**src/rtl/mem_trace_fifo_if.sv**
```systemverilog
// Write-capture and record-output handshake bundle for mem_trace_fifo.
// The master drives processor writes and consumer ready; the slave (the FIFO) returns head records.
interface mem_trace_fifo_if #(
    parameter int ADDR_W = 16,
    parameter int DATA_W = 24
);
    logic                     cap_en;
    logic                     wr_en;
    logic [ADDR_W-1:0]        wr_addr;
    logic [DATA_W-1:0]        wr_data;
    logic [ADDR_W+DATA_W-1:0] rec_data;
    logic                     rec_valid;
    logic                     rec_ready;

    modport master (
        output cap_en, wr_en, wr_addr, wr_data, rec_ready,
        input  rec_data, rec_valid
    );

    modport slave (
        input  cap_en, wr_en, wr_addr, wr_data, rec_ready,
        output rec_data, rec_valid
    );
endinterface

```
**src/rtl/mem_trace_fifo.sv**
```systemverilog
// Capture buffer for data-memory write records: qualifies {addr,data} writes, queues them in a
// first-word fall-through FIFO and counts records lost to a full FIFO.
module mem_trace_fifo #(
    parameter int ADDR_W      = 16,
    parameter int DATA_W      = 24,
    parameter int DEPTH       = 16,
    parameter int FILTER_ZERO = 1,
    parameter int CNT_W       = 16
) (
    input  logic                        clk,
    input  logic                        reset,
    input  logic                        clear,
    mem_trace_fifo_if.slave             bus,
    output logic                        full,
    output logic                        empty,
    output logic [$clog2(DEPTH):0]      level,
    output logic [CNT_W-1:0]            drop_count,
    output logic                        overflow
);
    localparam int PTR_W = $clog2(DEPTH);
    localparam int LVL_W = PTR_W + 1;
    localparam int REC_W = ADDR_W + DATA_W;

    logic [REC_W-1:0] mem [DEPTH];
    logic [PTR_W-1:0] wr_ptr_reg;
    logic [PTR_W-1:0] rd_ptr_reg;
    logic [LVL_W-1:0] level_reg;
    logic [CNT_W-1:0] drop_reg;
    logic             overflow_reg;

    logic keep;
    logic qualify;
    logic pop;
    logic push;
    logic drop;

    // Zero filtering is a build-time choice, so it is resolved structurally.
    generate
        if (FILTER_ZERO != 0) begin : g_filter
            assign keep = (bus.wr_addr != '0) && (bus.wr_data != '0);
        end else begin : g_nofilter
            assign keep = 1'b1;
        end
    endgenerate

    assign full    = (level_reg == LVL_W'(DEPTH));
    assign empty   = (level_reg == '0);
    assign qualify = bus.cap_en & bus.wr_en & keep;
    assign pop     = !empty & bus.rec_ready;
    assign push    = qualify & (!full | pop);
    assign drop    = qualify & full & !pop;

    assign bus.rec_valid = !empty;
    assign bus.rec_data  = mem[rd_ptr_reg];
    assign level         = level_reg;
    assign drop_count    = drop_reg;
    assign overflow      = overflow_reg;

    // Storage needs no reset: only slots between the pointers are ever observed.
    always_ff @(posedge clk) begin
        if (reset && !clear && push) begin
            mem[wr_ptr_reg] <= {bus.wr_addr, bus.wr_data};
        end
    end

    always_ff @(posedge clk) begin
        if (!reset || clear) begin
            wr_ptr_reg   <= '0;
            rd_ptr_reg   <= '0;
            level_reg    <= '0;
            drop_reg     <= '0;
            overflow_reg <= 1'b0;
        end else begin
            if (push) begin
                wr_ptr_reg <= wr_ptr_reg + PTR_W'(1);
            end
            if (pop) begin
                rd_ptr_reg <= rd_ptr_reg + PTR_W'(1);
            end
            case ({push, pop})
                2'b10:   level_reg <= level_reg + LVL_W'(1);
                2'b01:   level_reg <= level_reg - LVL_W'(1);
                default: level_reg <= level_reg;
            endcase
            if (drop) begin
                overflow_reg <= 1'b1;
                if (drop_reg != '1) begin
                    drop_reg <= drop_reg + CNT_W'(1);
                end
            end
        end
    end
endmodule

```
**src/flat_wrapper.sv**
```systemverilog
// flat-port wrapper written by rule: the top's interface ports become plain ports
module mem_trace_fifo_flat 
#(
    parameter int ADDR_W      = 16,
    parameter int DATA_W      = 24,
    parameter int DEPTH       = 16,
    parameter int FILTER_ZERO = 1,
    parameter int CNT_W       = 16
)
  (clk, reset, clear, full, empty, level, drop_count, overflow, bus_cap_en, bus_wr_en, bus_wr_addr, bus_wr_data, bus_rec_ready, bus_rec_data, bus_rec_valid);
  mem_trace_fifo_if #(.ADDR_W(ADDR_W), .DATA_W(DATA_W)) bus_i ();
  input  logic clk;
  input  logic reset;
  input  logic clear;
  output logic full;
  output logic empty;
  output logic [$clog2(DEPTH):0] level;
  output logic [CNT_W-1:0] drop_count;
  output logic overflow;
  input wire logic [$bits(bus_i.cap_en)-1:0] bus_cap_en;
  input wire logic [$bits(bus_i.wr_en)-1:0] bus_wr_en;
  input wire logic [$bits(bus_i.wr_addr)-1:0] bus_wr_addr;
  input wire logic [$bits(bus_i.wr_data)-1:0] bus_wr_data;
  input wire logic [$bits(bus_i.rec_ready)-1:0] bus_rec_ready;
  output wire logic [$bits(bus_i.rec_data)-1:0] bus_rec_data;
  output wire logic [$bits(bus_i.rec_valid)-1:0] bus_rec_valid;
  assign bus_i.cap_en = bus_cap_en;
  assign bus_i.wr_en = bus_wr_en;
  assign bus_i.wr_addr = bus_wr_addr;
  assign bus_i.wr_data = bus_wr_data;
  assign bus_i.rec_ready = bus_rec_ready;
  assign bus_rec_data = bus_i.rec_data;
  assign bus_rec_valid = bus_i.rec_valid;
  mem_trace_fifo #(.ADDR_W(ADDR_W), .DATA_W(DATA_W), .DEPTH(DEPTH), .FILTER_ZERO(FILTER_ZERO), .CNT_W(CNT_W)) u_core (.clk(clk), .reset(reset), .clear(clear), .bus(bus_i), .full(full), .empty(empty), .level(level), .drop_count(drop_count), .overflow(overflow));
endmodule
```
**config.mk**
```make
export PLATFORM = sky130hd
export DESIGN_NAME = mem_trace_fifo_flat
export DESIGN_NICKNAME = d
export VERILOG_FILES = /design/src/rtl/mem_trace_fifo_if.sv /design/src/rtl/mem_trace_fifo.sv /design/src/flat_wrapper.sv
export SDC_FILE = /design/constraint.sdc
export NUM_CORES = 1
export LEC_CHECK = 0
export BUFFER_PORTS_ARGS = -buffer_cell sky130_fd_sc_hd__buf_4
export CAP_MARGIN = 20
export CORE_ASPECT_RATIO = 0.8
export CORE_MARGIN = 10
export CORE_UTILIZATION = 42
export DETAILED_ROUTE_END_ITERATION = 10
export SLEW_MARGIN = 20
export SYNTH_ARGS = -nofsm -noshare
export SYNTH_HDL_FRONTEND = slang
export SYNTH_SLANG_ARGS = --single-unit
```
**constraint.sdc**
```tcl
create_clock -name clk -period 5.55 [get_ports clk]
set_input_delay 0.2775 -clock clk [delete_from_list [all_inputs] [get_ports clk]]
set_output_delay 0.2775 -clock clk [all_outputs]
set_load 0.03 [all_outputs]
```
==> report_table.html <==
<table>
<tr><th>Metric</th><th>Value</th></tr>
<tr><th colspan="2">Timing</th></tr>
<tr><td>Final setup margin</td><td>1453 ps</td></tr>
<tr><td>Least-Margin Pin Slew</td><td>1049 ps</td></tr>
<tr><td>Unrepaired setup endpoints after global routing</td><td>false</td></tr>
<tr><td>Hold violation total from the final report</td><td>0</td></tr>
<tr><td>Final-report setup violation count</td><td>0</td></tr>
<tr><td>Final hold slack</td><td>16.95 ps</td></tr>
<tr><td>Post-layout minimum cycle time</td><td>4097 ps</td></tr>
<tr><td>Total negative slack for setup checks</td><td>0 ps</td></tr>
<tr><td>Fraction of the cycle the final worst path needs</td><td>73.82%</td></tr>
<tr><td>Max Fclk</td><td>0.2441 GHz</td></tr>
<tr><td>Worst clock skew</td><td>34.14 ps</td></tr>
<tr><td>Count of pins over their slew limit</td><td>0</td></tr>
<tr><td>Headroom to the max-slew limit</td><td>29.40%</td></tr>
<tr><th colspan="2">Setup path</th></tr>
<tr><td>Worst Setup Start Kind</td><td>primary input</td></tr>
<tr><td>Type of the worst setup path</td><td>in2reg</td></tr>
<tr><td>Launching point of the worst reg2reg path</td><td>u_core.level[0]$_SDFFE_PP0P_</td></tr>
<tr><td>R2r worst-path depth</td><td>5</td></tr>
<tr><td>Crit path buf inv count</td><td>3</td></tr>
<tr><td>Type of destination of the critical path</td><td>flop</td></tr>
<tr><td>Required arrival time at the worst endpoint</td><td>5790 ps</td></tr>
<tr><td>CP Launch Point</td><td>bus_wr_addr[4]</td></tr>
<tr><td>Delay of the slowest cell on the worst path</td><td>860 ps</td></tr>
<tr><td>Cell family contributing the most delay on the critical path</td><td>simple AND/OR/NAND/NOR gates</td></tr>
<tr><td>FF-to-FF setup slack</td><td>2150 ps</td></tr>
<tr><td>Top cell by count, worst path</td><td>sky130_fd_sc_hd__buf_4</td></tr>
<tr><td>Crit path arrival time</td><td>4340 ps</td></tr>
<tr><td>Cell-by-cell listing of the critical path</td><td>dlygate4sd3_1 -&gt; buf_4 -&gt; nor4_1 -&gt; a41o_1 -&gt; a21oi_1 -&gt; nand4_1 -&gt; nor2_4 -&gt; buf_4</td></tr>
<tr><td>Crit-path slowest cell</td><td>sky130_fd_sc_hd__nor2_4</td></tr>
<tr><td>Crit Path Max Fanout</td><td>21</td></tr>
<tr><td>Critical R2R Capture</td><td>u_core.mem[6][18]$_DFFE_PP_</td></tr>
<tr><th colspan="2">Pwr</th></tr>
<tr><td>Max VDD drop</td><td>0.2181 mV</td></tr>
<tr><td>Switching share of power</td><td>19.67%</td></tr>
<tr><td>Overall power</td><td>10.58 mW</td></tr>
<tr><td>Sw power</td><td>2.080 mW</td></tr>
<tr><td>Power density of the placed cells</td><td>344.9 mW/mm^2</td></tr>
<tr><td>Logic pwr share</td><td>2.8%</td></tr>
<tr><td>Leak pwr</td><td>9.358 nW</td></tr>
<tr><td>Portion of total power attributed to sequential cells</td><td>52.7%</td></tr>
<tr><td>Internal Pwr Total</td><td>8.497 mW</td></tr>
<tr><td>Proportion of power drawn by the clock network</td><td>44.4%</td></tr>
<tr><th colspan="2">Synthesis</th></tr>
<tr><td>Predominant post-synthesis flop cell</td><td>sky130_fd_sc_hd__edfxtp_1</td></tr>
<tr><td>Area contributors post-synth</td><td>sky130_fd_sc_hd__edfxtp_1 74%, sky130_fd_sc_hd__mux4_2 17%, sky130_fd_sc_hd__dfxtp_1 2.6%, sky130_fd_sc_hd__clkbuf_1 0.56%, sky130_fd_sc_hd__nor2_1 0.38%</td></tr>
<tr><td>Count of flip-flops with a built-in enable after synthesis</td><td>640</td></tr>
<tr><td>Total nets after synthesis</td><td>1,193</td></tr>
<tr><td>Number of instances in the synthesized netlist</td><td>1,139</td></tr>
<tr><td>Sequential cell area fraction in the yosys report</td><td>76.67%</td></tr>
<tr><td>Average cell area after synthesis</td><td>22.79 um^2</td></tr>
<tr><td>Top cell type's share of synthesized area</td><td>74.05%</td></tr>
<tr><td>Cell type with the largest total area after synthesis</td><td>sky130_fd_sc_hd__edfxtp_1</td></tr>
<tr><td>Number of flip-flops and latches in the synthesized netlist</td><td>674</td></tr>
<tr><td>Async S/R FF share, synth</td><td>0%</td></tr>
<tr><td>Number of warnings reported in the yosys synthesis log</td><td>0</td></tr>
<tr><td>Count of different cell masters after synthesis</td><td>48</td></tr>
<tr><td>Mapped cell area</td><td>0.02595 mm^2</td></tr>
<tr><th colspan="2">Die</th></tr>
<tr><td>Floorplan row count</td><td>81</td></tr>
<tr><td>Placeable core region</td><td>0.06111 mm^2</td></tr>
<tr><td>Area of the die</td><td>0.07220 mm^2</td></tr>
<tr><td># IOs</td><td>111</td></tr>
<tr><td>Floorplan die width</td><td>297.9 um</td></tr>
<tr><td>Initial Util</td><td>42.47%</td></tr>
<tr><td>Die boundary height</td><td>242.3 um</td></tr>
<tr><th colspan="2">CTS</th></tr>
<tr><td>Buffer levels on the longest clock path</td><td>3</td></tr>
<tr><td>CTS Root Cell</td><td>sky130_fd_sc_hd__clkbuf_16</td></tr>
<tr><td># hold bufs at CTS</td><td>38</td></tr>
<tr><td>CTS Buf Count</td><td>68</td></tr>
<tr><td>H-Tree Level Count</td><td>3</td></tr>
<tr><td>Number of clock sinks</td><td>674</td></tr>
<tr><td>Setup Fix Bufs, Post-CTS</td><td>0</td></tr>
<tr><td>Clock tree from TritonCTS</td><td>done</td></tr>
<tr><td>Post-cts repair resize count</td><td>0</td></tr>
<tr><td>Insertion delay to the later sink of the worst-skew pair</td><td>620 ps</td></tr>
<tr><td>Post-CTS clock slew at the launch and capture registers of the worst setup and hold paths</td><td>60 ps</td></tr>
<tr><th colspan="2">Hold path</th></tr>
<tr><td>Number of instances on the worst hold path</td><td>1</td></tr>
<tr><td>Path type of the worst min-delay path</td><td>in2reg</td></tr>
<tr><td>Worst min-delay path endpoint</td><td>u_core.mem[13][26]$_DFFE_PP_</td></tr>
<tr><td>Min-Delay Startpoint</td><td>bus_wr_addr[2]</td></tr>
<tr><th colspan="2">GRT</th></tr>
<tr><td>Via count of the first global-routing pass</td><td>12,832</td></tr>
<tr><td>Global-route wire length before repair</td><td>85,870 um</td></tr>
<tr><td>Met3 track demand over resource</td><td>3.991%</td></tr>
<tr><td>Global route hottest layer</td><td>met2</td></tr>
<tr><td>Antenna violations before repair</td><td>0</td></tr>
<tr><td>Met1 capacity usage during global routing</td><td>22.79%</td></tr>
<tr><td>Global routing usage summed across all routing layers</td><td>15.82%</td></tr>
<tr><td>GR Layer Usage met2</td><td>23.83%</td></tr>
<tr><td>Pin count of the biggest net entering global routing</td><td>63</td></tr>
<tr><td>Residual overflow from global routing</td><td>0</td></tr>
<tr><th colspan="2">Status</th></tr>
<tr><td>Result of the run</td><td>completed</td></tr>
<tr><th colspan="2">Final layout</th></tr>
<tr><td>Max FFs per register</td><td>640</td></tr>
<tr><td>Number of antenna repair diodes</td><td>0</td></tr>
<tr><td>Footprint of the multi-input gates</td><td>0.005899 mm^2</td></tr>
<tr><td>Share of cells above drive strength 1</td><td>34.15%</td></tr>
<tr><td>Fill count</td><td>4,839</td></tr>
<tr><td>Number of nets in the layout</td><td>1,382</td></tr>
<tr><td>Commonest cells after routing, fill and taps aside</td><td>640 x sky130_fd_sc_hd__edfxtp_1, 200 x sky130_fd_sc_hd__mux4_2, 137 x sky130_fd_sc_hd__buf_4</td></tr>
<tr><td>Most common cell after layout, fill and taps aside</td><td>sky130_fd_sc_hd__edfxtp_1</td></tr>
<tr><td>Area Growth Syn to Fin</td><td>18.14%</td></tr>
<tr><td>Area taken by flip-flops and latches</td><td>0.01991 mm^2</td></tr>
<tr><th colspan="2">Detailed routing</th></tr>
<tr><td>Number of antenna-violating nets in the routed design</td><td>0</td></tr>
<tr><td>First-pass detailed-route iteration total</td><td>5</td></tr>
<tr><td>Post-detailed-route via-to-cell ratio</td><td>5.537</td></tr>
<tr><td>Vias post-DR</td><td>12,248</td></tr>
<tr><td>Number of design-rule violations left by the first detailed-router iteration</td><td>948</td></tr>
<tr><td>Final WL</td><td>56,790 um</td></tr>
<tr><td>Count of unresolved DRC violations after routing</td><td>0</td></tr>
<tr><td>Routed WL per cell</td><td>25.67 um</td></tr>
<tr><th colspan="2">Placed design</th></tr>
<tr><td>Worst slack at placement</td><td>1481 ps</td></tr>
<tr><td>RePlAce Congestion</td><td>0.8019</td></tr>
<tr><td>Buffers on Ports</td><td>110</td></tr>
<tr><td>HPWL after DPL</td><td>32,740 um</td></tr>
<tr><th colspan="2">Flow run</th></tr>
<tr><td>Maxcap violations</td><td>0</td></tr>
</table>
through the flow:
step | instance area [um^2] | instances | util (%)
after global routing | 30660 | 2212 | 50.18
after global placement | 27970 | 2050 | 45.76
after floorplan | 25950 | 1139 | -
final | 30660 | 2212 | 50.18
after detailed placement | 27970 | 2050 | 45.76
after CTS | 30660 | 2212 | 50.17
power by group through the flow:
stage	clock network [mW]	registers, mW	logic, mW
detailed placement	0	5.69	0.283
global route	5.03	5.57	0.326
finish	4.70	5.58	0.301
global placement	0	5.68	0.276
floorplan	0	5.68	0.137
CTS	4.81	5.58	0.306
cell usage after synthesis (3+ instances only):
cell type	number
sky130_fd_sc_hd__mux4_2	200
sky130_fd_sc_hd__or4_1	8
sky130_fd_sc_hd__clkbuf_1	39
sky130_fd_sc_hd__nor4_1	11
sky130_fd_sc_hd__nand4_1	14
sky130_fd_sc_hd__o31ai_1	6
sky130_fd_sc_hd__edfxtp_1	640
sky130_fd_sc_hd__and4_1	4
sky130_fd_sc_hd__nand2b_1	8
sky130_fd_sc_hd__buf_2	11
sky130_fd_sc_hd__a21oi_1	19
sky130_fd_sc_hd__or3_1	6
sky130_fd_sc_hd__inv_1	8
sky130_fd_sc_hd__o21ai_0	8
sky130_fd_sc_hd__ha_1	7
sky130_fd_sc_hd__mux2i_1	7
sky130_fd_sc_hd__dfxtp_1	34
sky130_fd_sc_hd__xor2_1	3
sky130_fd_sc_hd__nor2_1	26
sky130_fd_sc_hd__nand3_1	11
sky130_fd_sc_hd__buf_1	8
sky130_fd_sc_hd__a31oi_1	3
sky130_fd_sc_hd__a211oi_1	3
sky130_fd_sc_hd__nor3_1	5
sky130_fd_sc_hd__nand2_1	19
routing by layer:
layer / vias to the layer above / part of all wire, %
li1: 5286 / -
met5: - / 0
met4: 0 / 1.8
met2: 366 / 46
met3: 73 / 6.6
met1: 6523 / 46
worst max-delay path by stage:
stage | slack [ps] | end | cells after the start
2_1_floorplan | 830 | u_core.mem[0][0]$_DFFE_PP_ | 6
3_3_place_gp | 1610 | u_core.mem[6][14]$_DFFE_PP_ | 7
3_5_place_dp | 1480 | u_core.mem[7][14]$_DFFE_PP_ | 7
4_1_cts | 1570 | u_core.mem[7][18]$_DFFE_PP_ | 8
5_1_grt | 1310 | u_core.mem[7][18]$_DFFE_PP_ | 8
6_report | 1450 | u_core.mem[6][18]$_DFFE_PP_ | 8
area by class of cell:
class / count / share of cell area, %
repair buffers: 178 / 4.790
flip-flops and latches: 674 / 64.94
well taps: 830 / 3.387
clock inverters: 47 / 1.681
inverters: 8 / 0.09793
clock buffers: 77 / 5.868
multi-input cells: 398 / 19.24
cells by family (layout without fill, tap and decap cells):
family                   after synthesis  after routing  synth area share [%]
XOR/XNOR                               4              4                0.1350
flip-flops                           674            674                 76.67
buffers and inverters                 67            310                 1.036
multiplexers                         207            207                 17.62
adder cells (fa/ha/maj)                8              8                0.4146
AO/OA/AOI/OAI                         53             53                 1.398
AND/OR/NAND/NOR                      126            126                 2.724
Note: power is estimated with default switching activity, not from simulation.
